File: config.mk
export PLATFORM = sky130hd
export DESIGN_NAME = gpio_irq_ctrl
export DESIGN_NICKNAME = d
export VERILOG_FILES = /design/src/rtl/gpio_irq_ctrl.sv
export SDC_FILE = /design/constraint.sdc
export NUM_CORES = 1
export LEC_CHECK = 0
export ABC_AREA = 1
export BUFFER_PORTS_ARGS = -buffer_cell sky130_fd_sc_hd__buf_2
export CAP_MARGIN = 0
export CORE_UTILIZATION = 60
export CTS_CLUSTER_SIZE = 12
export DETAILED_ROUTE_END_ITERATION = 7
export PLACE_DENSITY_LB_ADDON = 0.08
export RECOVER_POWER = 100
export SYNTH_ARGS = -nofsm -noshare
export SYNTH_HDL_FRONTEND = slang
export SYNTH_SLANG_ARGS = --single-unit
File: constraint.sdc
create_clock -name clk -period 6.5 [get_ports clk]
set_input_delay 1.3 -clock clk [delete_from_list [all_inputs] [get_ports clk]]
set_output_delay 1.3 -clock clk [all_outputs]
set_load 0.01 [all_outputs]
File: src/rtl/gpio_irq_ctrl.sv
// gpio_irq_ctrl: memory-mapped GPIO with switch readback, debounced keys,
// a byte-writable LED register and per-key edge interrupts.
module gpio_irq_ctrl #(
   parameter logic [31:0] BASE_ADDR = 32'h7f60,
   parameter int          NKEY      = 8,
   parameter int          LED_W     = 32,
   parameter int          DB_CYCLES = 1000,
   parameter int          DB_W      = 20
) (
   input  logic             clk,
   input  logic             rst_n,
   input  logic [63:0]      ds,
   input  logic [NKEY-1:0]  key,
   output logic [LED_W-1:0] led,
   output logic             irq,
   input  logic [31:0]      Addr,
   input  logic [3:0]       ByteEn,
   input  logic [31:0]      Din,
   output logic [31:0]      Dout
);
   localparam logic [DB_W-1:0] DB_MAX = DB_W'(DB_CYCLES - 1);

   logic [NKEY-1:0]            sync1_q, sync2_q, key_db_q, key_db_d;
   logic [NKEY-1:0]            irq_en_q, irq_en_d, irq_mode_q, irq_mode_d;
   logic [NKEY-1:0]            irq_stat_q, irq_stat_d, acc, set, clr;
   logic [NKEY-1:0][DB_W-1:0]  cnt_q, cnt_d;
   logic [LED_W-1:0]           led_q, led_d;
   logic [6:0]                 sel;
   logic [31:0]                bmask;
   logic                       wr;
   logic                       unused_addr;

   assign unused_addr = ^Addr[1:0];
   assign wr          = |ByteEn;
   assign bmask       = {{8{ByteEn[3]}}, {8{ByteEn[2]}}, {8{ByteEn[1]}}, {8{ByteEn[0]}}};

   for (genvar i = 0; i < 7; i++) begin : g_sel
      assign sel[i] = Addr[31:2] == BASE_ADDR[31:2] + 30'(i);
   end

   // The counter tracks how long the synchronised key has disagreed with key_db.
   always_comb begin
      acc   = '0;
      cnt_d = '0;
      for (int k = 0; k < NKEY; k++) begin
         acc[k]   = sync2_q[k] != key_db_q[k] && cnt_q[k] == DB_MAX;
         cnt_d[k] = (sync2_q[k] == key_db_q[k] || acc[k]) ? '0 : cnt_q[k] + DB_W'(1);
      end
   end

   assign key_db_d   = key_db_q ^ acc;
   assign set        = acc & (sync2_q ^ irq_mode_q);
   assign clr        = sel[3] && wr ? Din[NKEY-1:0] & bmask[NKEY-1:0] : '0;
   assign irq_stat_d = (irq_stat_q & ~clr) | set;
   assign led_d      = sel[4] && wr ? (led_q & ~bmask[LED_W-1:0]) | (Din[LED_W-1:0] & bmask[LED_W-1:0]) : led_q;
   assign irq_en_d   = sel[5] && wr ? (irq_en_q & ~bmask[NKEY-1:0]) | (Din[NKEY-1:0] & bmask[NKEY-1:0]) : irq_en_q;
   assign irq_mode_d = sel[6] && wr ? (irq_mode_q & ~bmask[NKEY-1:0]) | (Din[NKEY-1:0] & bmask[NKEY-1:0]) : irq_mode_q;

   always_ff @(posedge clk or negedge rst_n) begin
      if (!rst_n) begin
         sync1_q    <= '0;
         sync2_q    <= '0;
         key_db_q   <= '0;
         cnt_q      <= '0;
         irq_stat_q <= '0;
         irq_en_q   <= '0;
         irq_mode_q <= '0;
         led_q      <= '0;
      end else begin
         sync1_q    <= key;
         sync2_q    <= sync1_q;
         key_db_q   <= key_db_d;
         cnt_q      <= cnt_d;
         irq_stat_q <= irq_stat_d;
         irq_en_q   <= irq_en_d;
         irq_mode_q <= irq_mode_d;
         led_q      <= led_d;
      end
   end

   assign led  = led_q;
   assign irq  = |(irq_stat_q & irq_en_q);
   assign Dout = sel[0] ? ds[31:0] :
                 sel[1] ? ds[63:32] :
                 sel[2] ? 32'(key_db_q) :
                 sel[3] ? 32'(irq_stat_q) :
                 sel[4] ? 32'(led_q) :
                 sel[5] ? 32'(irq_en_q) :
                 sel[6] ? 32'(irq_mode_q) : '0;
endmodule
== Word level (Yosys, flattened, before mapping) ==
Cells that the tools add are included.

* Logic and storage cells: 109
* Bits in registers: 240
* Input port bits: 142

* Equality and inequality tests: 31
* Add/subtract/negate cells: 8
* Multiplexer cells: 16
* Reductions and logical operators: 22
* Bitwise logic cells: 17

{| class="wikitable"
|+ Operators with widths
! kind !! count
|-
| == test 30 x 13 -> 1 bit (second input constant) || 7
|-
| adder 20 x 1 -> 20 bit (second input constant) || 8
|-
| == test 20 x 10 -> 1 bit (second input constant) || 8
|-
| 2-to-1 mux 20 bit || 8
|-
| 2-to-1 mux 32 bit || 5
|-
| AND 32 bit || 2
|-
| AND 8 bit || 6
|-
| inverter 32 bit || 1
|-
| OR 32 bit || 1
|-
| 2-to-1 mux 8 bit || 3
|-
| OR 8 bit || 3
|-
| inverter 8 bit || 2
|-
| bitwise XOR 8 bit || 2
|-
| logical AND 1 bit || 12
|-
| == test 1 bit || 8
|-
| logical OR 1 bit || 8
|-
| inequality test 1 bit || 8
|-
| OR reduction 8 bit || 1
|-
| OR reduction 4 bit || 1
|}

== Depth between registers and ports, before layout ==
Gate-level depths: netlist of the first run.

* Depth after elaboration: 8
* Gate-level depth with buffers: 15
* Mapped depth without buffers: 14

== Least setup slack after synthesis of the first run ==
No wires, ideal clock.

* Path type: in2out
* Start: input Addr[29]
* End: output Dout[11]
* Arrival: 2775 ps
* Stages: 7
* Path slack: 2425 ps
* Required time: 5200 ps
* Path through: or2_1 > nor2_2 > nand3_2 > nor3_4 > buf_4 > nand3_1 > a21oi_1

* Cells in the longest elaborated chain, start to end: 6

{| class="wikitable"
|+ Ends and longest elaborated chain
! item !! RTL line !! source
|-
| start, declared || 16 || <nowiki>input logic [31:0] Addr,</nowiki>
|-
| == test 30 x 13 -> 1 bit || 38 || <nowiki>assign sel[i] = Addr[31:2] == BASE_ADDR[31:2] + 30'(i);</nowiki>
|-
| 2-to-1 mux 32 bit || 87 || <nowiki>sel[4] ? 32'(led_q) :</nowiki>
|-
| 2-to-1 mux 32 bit || 86 || <nowiki>sel[3] ? 32'(irq_stat_q) :</nowiki>
|-
| 2-to-1 mux 32 bit || 85 || <nowiki>sel[2] ? 32'(key_db_q) :</nowiki>
|-
| 2-to-1 mux 32 bit || 84 || <nowiki>sel[1] ? ds[63:32] :</nowiki>
|-
| 2-to-1 mux 32 bit * || 83 || <nowiki>assign Dout = sel[0] ? ds[31:0] :</nowiki>
|-
| end, declared || 19 || <nowiki>output logic [31:0] Dout</nowiki>
|}

Mark *: on every way between the ends. The rest lies on a longest branch, timed or not.

== Worst setup path in the final report of the first run ==
* Start: input Addr[29]
* End: output Dout[24]

Same word-level chain as after synthesis.

==> metrics.cfg, run 1 <==
[floorplan]
row_count=52
ios=207
die_w_um=147
start_util=0.617
design.die.area_mm2=0.0216
dieHeight_um=147
fp.coreArea_mm2=0.0204

[grt]
grt_max_degree=168
grt.total_usage=0.299
gr-total-overflow=0
grt_pass1_wl_um=52800
grt_antenna_before_repair=3
grt_pass1_vias=11000

[final_layout]
syn_to_final_growth_pct=15.5
final_nets=1983
final_cell_mix=nand2_1, dfrtp_1, inv_1, nor2_1, buf_2
fin_util=0.712
layout-drive-gt1-share=0.107
fill_cells=1682
mostFrequentLayoutCell=nand2_1

[drt]
drt-initial-drc-count=818
wl_per_cell_um=15.0
wirelength_um=31800
drtPass1Iterations=7
dr_total_vias=11600
route.detailed.drc=0
vias_per_cell=5.47
ant_nets=0

[synthesis]
yosysSeqAreaShare=0.477
synth_seq_cells=240
synth_edf_count=0
async_flop_share=1.00
syn-num-nets=1780
synth_top_area_frac=0.477
avgSynthCellArea_um2=7.73
ys.flop_type=dfrtp_1
postSynthCellCount=1630
synth.area.top_cells=dfrtp_1, nand2_1, inv_1, nor2_1, a21oi_1
yosysTopAreaCell=dfrtp_1
syn_area_mm2=0.0126
yosysWarnings=0
yosysUniqueCellTypes=38

[run_status]
status=complete, but fails checks
violations=capacitance limit, slew limit

[sta]
post-route-period-util=0.883
hold_viol_final=0
fin_hold_ws_ps=346
min_period_ps=5740
slew-limit-headroom=-1.74
layout_setup_ws_ps=761
rsz0062_at_grt=no
max_slew.worst_pin.slew_ps=4110
fmax_ghz=0.174
fin_skew_ps=7.98
fin_tns_setup_ps=0
setup_violations=0
slew_viol_final=74

[critical_path]
cp.arrival_ps=4440
path_class=in2out
slowest_delay_ps=880
worstPathRequired_ps=5200
rrSetupSlack_ps=4160
crit_fanout=27
path_delay_family=simple AND/OR/NAND/NOR gates
crit_path_end_kind=primary output
slowest_stage=nor2_1
critPathBufInv=5
cp_cell_sequence=buf_2 > or2_1 > nor2_2 > inv_1 > nor2_1 > buf_4 > nand2_1 > nor2_1 > buf_4 > a21oi_1 > a21oi_1 > clkbuf_1
crit_path_start_kind=input pin

[clock_tree]
ctsHtreeMaxLevel=1
numCtsBuffers=27
cts_setup_buffers=0
clock-root-buffer=clkbuf_16
hold_buffers=0
clk_pin_slew_ps=60
cts_tree=yes
clock_latency_ps=520
cts_resized=0
clockBufferDepth=3
cts_sinks=240

[min_path]
hold_class=reg2reg

[place]
finalWeightedCongestion=0.867
io_buffers=204
hpwl_um=22500
place_ws_ps=1130

[power_and_ir_drop]
netSwitchingFraction=0.212
ir_worst_vdd_mv=0.247
clockPowerShare=0.487
sequentialPowerShare=0.470
intPower_uw=2550
power_density_mw_per_mm2=223
p_comb_frac=0.043
p_sw_uw=688
cellLeakagePower_uw=0.00658
p_total_uw=3240

[job]
cap_violations=1

[power groups by stage]
stage / logic, uW / registers, uW / clock network, uW
2_1_floorplan: 53.2 / 1550 / 0
3_3_place_gp: 141 / 1550 / 0
3_5_place_dp: 144 / 1550 / 0
4_1_cts: 145 / 1520 / 1610
5_1_grt: 161 / 1520 / 1670
6_report: 138 / 1520 / 1580
[area by class of cell]
cell class,count,area [um^2],share of cell area
Tap cell,270,338,0.0232
Inverter,224,841,0.0578
Clock inverter,6,108,0.00739
Sequential cell,240,6010,0.413
Clock buffer,42,832,0.0572
Multi-Input combinational cell,1130,5440,0.374
Antenna cell,1,2.50,0.000172
Timing Repair Buffer,210,986,0.0678
[per-stage QoR]
stage | instance area, um^2 | std cells
after detailed placement | 13900 | 2074
after global placement | 13900 | 2074
after global routing | 14600 | 2123
final | 14600 | 2123
after CTS | 14800 | 2122
after floorplan | 12600 | 1630
[kinds of logic after synthesis]
logic type                 Yosys count  share of synthesized area
xor gates and xnor gates            25                     0.0174
AOI/OAI and AO/OA                  281                      0.124
adders and majority gates            8                    0.00794
DFF                                240                      0.477
muxes                                8                    0.00715
buffers and inverters              260                     0.0807
and+or+nand+nor                    808                      0.286
[worst reg2reg max path: stages, from the launching register on]
cell	delay, ps
dfrtp_1	420
ha_1	230
nand2_1	90
nor4_1	300
nand4_1	280
nand2_1	420
inv_1	270
o21ai_0	160
a21oi_1	60
[worst paths after layout]
kind,start,to,cells past startpoint
hold reg to reg,sync1_q[5],sync2_q[5],0
hold / removal,sync1_q[5],sync2_q[5],0
setup / recovery,Addr[29],Dout[24],12
min in group asynchronous,rst_n,cnt_q[43],1
max in group asynchronous,rst_n,asynchronous set/reset pin,1
setup reg to reg,cnt_q[80],cnt_q[99],8
[layer usage]
layer,up-vias,share of wire,track usage
met2,347,0.48,0.504
met3,69,0.056,0.0481
met1,5418,0.43,0.392
met4,4,0.035,0.107
met5,-,0.00079,0
li1,5783,-,-
[Yosys cell counts (3+ instances only)]
master      n
a21oi_1   121
nand3_1    96
o21ai_2    24
nand3_4     3
xnor2_1    10
nor2_2      3
nor3_1     93
dfrtp_1   240
mux2_2      8
nor2_1    190
buf_6       3
clkbuf_1   23
a221oi_1    4
o21ai_0   104
nor4_1     32
ha_1        8
buf_4       3
buf_2       6
o21a_1     15
inv_1     223
nand4_1    36
nand2_1   331
xor2_1     15
o21ai_1     5
nor3b_1    14
a31oi_1     6
(Power assumes the default switching activity.)
==> run 2: changes to the inputs <==
Settings changed: CORE_MARGIN set to 2, MAX_ROUTING_LAYER set to met4.
Clock period 6.5 ns to 7.2 ns, I/O delays scaled along.
==> run 2 against run 1 <==
Compared with the run above:
- the run still ends with capacitance limit, slew limit left
- via count decreased by 0.47%
- critical path depth unchanged
- clock skew up 4.6 ps
- final cell count is essentially flat
- worst hold slack is essentially flat
- clock power is 20% lower
- largest cell class unchanged
==> metrics.cfg, run 2 (synthesis results as in run 1) <==
[grt]
grt_pass1_vias=10900
grt_max_degree=135
gr-total-overflow=0
grt_antenna_before_repair=1
grt.total_usage=0.287
grt_pass1_wl_um=50800

[place]
place_ws_ps=1790
hpwl_um=22300
io_buffers=204
post_dp_cell_area_mm2=0.0139
finalWeightedCongestion=0.886
dp_cells=2080

[power_and_ir_drop]
ir_worst_vdd_mv=0.186
power_density_mw_per_mm2=191
clockPowerShare=0.456
cellLeakagePower_uw=0.00650
p_comb_frac=0.045
p_sw_uw=610
sequentialPowerShare=0.499
netSwitchingFraction=0.221
intPower_uw=2150

[drt]
dr_total_vias=11600
ant_nets=0
drt-initial-drc-count=650
route.detailed.drc=0
vias_per_cell=5.44
drtPass1Iterations=5
wl_per_cell_um=14.6
wirelength_um=31000

[critical_path]
crit_path_start_kind=input pin
cp.arrival_ps=4480
path_class=in2out
crit_path_end_kind=primary output
rrSetupSlack_ps=4860
r2r_cells=7
crit_fanout=40
r2r-start=cnt_q[100]
worstPathRequired_ps=5760
r2r-end=cnt_q[112]

[sta]
max_slew.worst_pin.slew_ps=3260
slew_viol_final=135
post-route-period-util=0.822
fin_tns_setup_ps=0
hold_viol_final=0
slew-limit-headroom=-1.17
rsz0062_at_grt=no
layout_setup_ws_ps=1280
setup_violations=0
fin_skew_ps=12.6
min_period_ps=5920
fmax_ghz=0.169

[final_layout]
syn_to_final_growth_pct=14.3
mostFrequentLayoutCell=nand2_1
fill_cells=1808
layout-drive-gt1-share=0.104
fin_area_mm2=0.0144
final_nets=1983
final_cells=2125
final_cell_mix=nand2_1, dfrtp_1, inv_1, nor2_1, buf_2

[clock_tree]
ctsHtreeMaxLevel=1
cts_setup_buffers=0
clockBufferDepth=3
clock_latency_ps=530
cts_resized=0
numCtsBuffers=26
hold_buffers=0
cts_tree=yes
clk_pin_slew_ps=60
cts_sinks=240
clock-root-buffer=clkbuf_16

[floorplan]
start_util=0.605
ios=207
die_w_um=149
dieHeight_um=149
design.die.area_mm2=0.0222
row_count=53
fp.coreArea_mm2=0.0208

[run_status]
violations=capacitance limit, slew limit
status=complete, but fails checks

[job]
cap_violations=1

[min_path]
min_path_cells=0
hp-start=sync1_q[6]
whs_endpoint=sync2_q[6]
hold_class=reg2reg

run 2: cell type report:
class	count	area [um^2]	share of cell area
clock inverters	6	70.1	0.00486
multi-input cells	1130	5430	0.377
flip-flops and latches	240	6010	0.417
clock buffers	38	736	0.0511
inverters	224	841	0.0584
diodes	1	2.50	0.000174
repair buffers	211	978	0.0679
well taps	275	344	0.0239
run 2: power by group through the flow:
stage	sequential [uW]	combinational, uW	clock, uW
CTS	1380	131	1290
global route	1380	145	1340
detailed placement	1400	130	0
finish	1380	124	1260
global placement	1400	127	0
floorplan	1400	48.0	0
run 2: metal layers:
metal	wire length [um]	global-route usage	vias to the layer above
li1	-	-	5777
met1	13200	0.366	5414
met2	14800	0.475	307
met3	1840	0.0388	68
met4	1160	0.102	0
met5	0	-	-
run 2: per-stage QoR:
step	hold WS [ps]	power, uW	util
6_report	346	2760	0.692
2_1_floorplan	331	1440	-
4_1_cts	349	2790	0.704
3_3_place_gp	335	1530	0.665
3_5_place_dp	336	1530	0.665
5_1_grt	351	2860	0.692
run 2: worst max path at each step:
stage | from | endpoint
6_report | Addr[29] | Dout[12]
5_1_grt | Addr[21] | Dout[12]
4_1_cts | Addr[29] | Dout[10]
3_5_place_dp | Addr[29] | Dout[10]
3_3_place_gp | Addr[29] | Dout[10]
2_1_floorplan | Addr[29] | Dout[11]
run 2: critical path, cell delays in order:
cell and delay (ps):
buf_2 90, or2_1 240, nor2_2 130, inv_1 50
nor2_1 90, clkbuf_1 530, nand2_1 700, nor2_2 220
buf_4 390, a21oi_1 100, a21oi_1 290, clkbuf_1 190
==> run 3: changes to the inputs <==
Settings changed: CORE_UTILIZATION 60 to 52.
Clock period 7.2 ns to 5.08 ns, I/O delays scaled along.
==> run 3 against run 2 <==
Compared with the run above:
- the flow still finishes with violations (capacitance limit, slew limit)
- die area grew 15%
- utilization shrank 7.3 points
- global-route usage shrank 3.5 points
- critical path depth shrank 2
- non-clock buffer count grew 5
- routed wire length grew 0.79%
- worst hold slack gained 2.4 ps
- via count shrank 1.5%
- combinational power grew 44%
- critical path type unchanged
- largest power group unchanged
==> metrics.cfg, run 3 (synthesis results as in run 1) <==
[run_status]
status=complete, but fails checks
violations=capacitance limit, slew limit

[drt]
ant_nets=0
dr_total_vias=11400
wl_per_cell_um=14.3
drt-initial-drc-count=765
drtPass1Iterations=5
wirelength_um=31300
route.detailed.drc=0
vias_per_cell=5.23

[final_layout]
final_nets=1989
final_cell_mix=nand2_1, dfrtp_1, inv_1, nor2_1, buf_2
fin_util=0.619
syn_to_final_growth_pct=16.0
mostFrequentLayoutCell=nand2_1
layout-drive-gt1-share=0.111
final_cells=2181
seq_area_mm2=0.00601
fill_cells=2201
multi_input_area_mm2=0.00544

[floorplan]
fp.coreArea_mm2=0.0236
ios=207
start_util=0.534
dieHeight_um=160
row_count=56
design.die.area_mm2=0.0255
die_w_um=160

[critical_path]
cp.arrival_ps=3420
crit_path_end_kind=primary output
path_class=in2out
r2r_cells=8
crit_fanout=24
crit_path_start_kind=input pin
worstPathRequired_ps=4060

[power_and_ir_drop]
power_density_mw_per_mm2=279
cellLeakagePower_uw=0.00659
ir_worst_vdd_mv=0.269

[grt]
grt_pass1_vias=10800
grt_antenna_before_repair=3
grt_max_degree=128
grt_pass1_wl_um=52100
gr-total-overflow=0
grt.total_usage=0.252

[sta]
fin_skew_ps=8.68
max_slew.worst_pin.slew_ps=3180
min_period_ps=4430
layout_setup_ws_ps=647
fin_tns_setup_ps=0
setup_violations=0
slew-limit-headroom=-1.12
fmax_ghz=0.226
rsz0062_at_grt=no
post-route-period-util=0.873
hold_viol_final=0
slew_viol_final=127

[clock_tree]
cts_resized=0
clockBufferDepth=3
cts_setup_buffers=0
numCtsBuffers=27
clock_latency_ps=540
cts_sinks=240
clock-root-buffer=clkbuf_16
hold_buffers=0
cts_tree=yes
clk_pin_slew_ps=60
ctsHtreeMaxLevel=1

[place]
place_ws_ps=670
dp_cells=2129
io_buffers=204
hpwl_um=22600
finalWeightedCongestion=0.911

[job]
cap_violations=1

[min_path]
min_path_cells=0
hold_class=reg2reg

[run 3: cell count changes in the layout (fill, tap and decap cells not counted), moves of 2 or more]
cell       change
bufinv_16      +2
diode_2        +2
clkbuf_1       -2
clkinv_2       +4
buf_2          +2
buf_4          +4
[run 3: per-stage QoR]
step,hold slack [ps],total power [uW],area [um^2]
3_5_place_dp,335,2170,14000
2_1_floorplan,331,2050,12600
5_1_grt,355,4230,14600
3_3_place_gp,334,2160,14000
4_1_cts,350,4130,14900
6_report,348,4080,14600
[run 3: area by class of cell]
type | instances | area share
diodes | 3 | 0.000514
repair buffers | 216 | 0.0704
clock buffers | 38 | 0.0518
well taps | 319 | 0.0273
multi-input cells | 1130 | 0.372
inverters | 224 | 0.0575
flip-flops and latches | 240 | 0.411
clock inverters | 11 | 0.00916
[run 3: worst max-delay path, stage by stage]
cell	delay [ps]
buf_2	90
or2_0	230
nor2_1	150
inv_1	50
nor2_1	370
nand4_4	390
inv_2	470
a21oi_1	120
a21oi_1	330
clkbuf_1	200
[run 3: path summary, 6_finish.rpt]
| path | to | startpoint | slack, ps |
|---|---|---|---|
| max | Dout[31] | Addr[29] | 650 |
| min | sync2_q[4] | sync1_q[4] | 350 |
| max reg2reg | cnt_q[14] | cnt_q[0] | 2860 |
| min reg2reg | sync2_q[4] | sync1_q[4] | 350 |
| max in group asynchronous | cnt_q[155] | rst_n | 1590 |
| min in group asynchronous | cnt_q[56] | rst_n | 1530 |
[run 3: where the power goes]
group          total, uW  leakage [uW]  switching, uW  internal [uW]
registers           1950       0.00325           14.8           1930
logic                178       0.00289            114           63.3
clock network       1950      0.000444            767           1190
[run 3: layer usage]
metal / share of wire / vias up / routed length [um] / GRT usage
met1: 0.44 / 5260 / 13900 / 0.320
met3: 0.053 / 50 / 1660 / 0.0390
met5: 0 / - / 0 / -
li1: - / 5806 / - / -
met4: 0.028 / 0 / 863 / 0.0764
met2: 0.48 / 281 / 14900 / 0.418
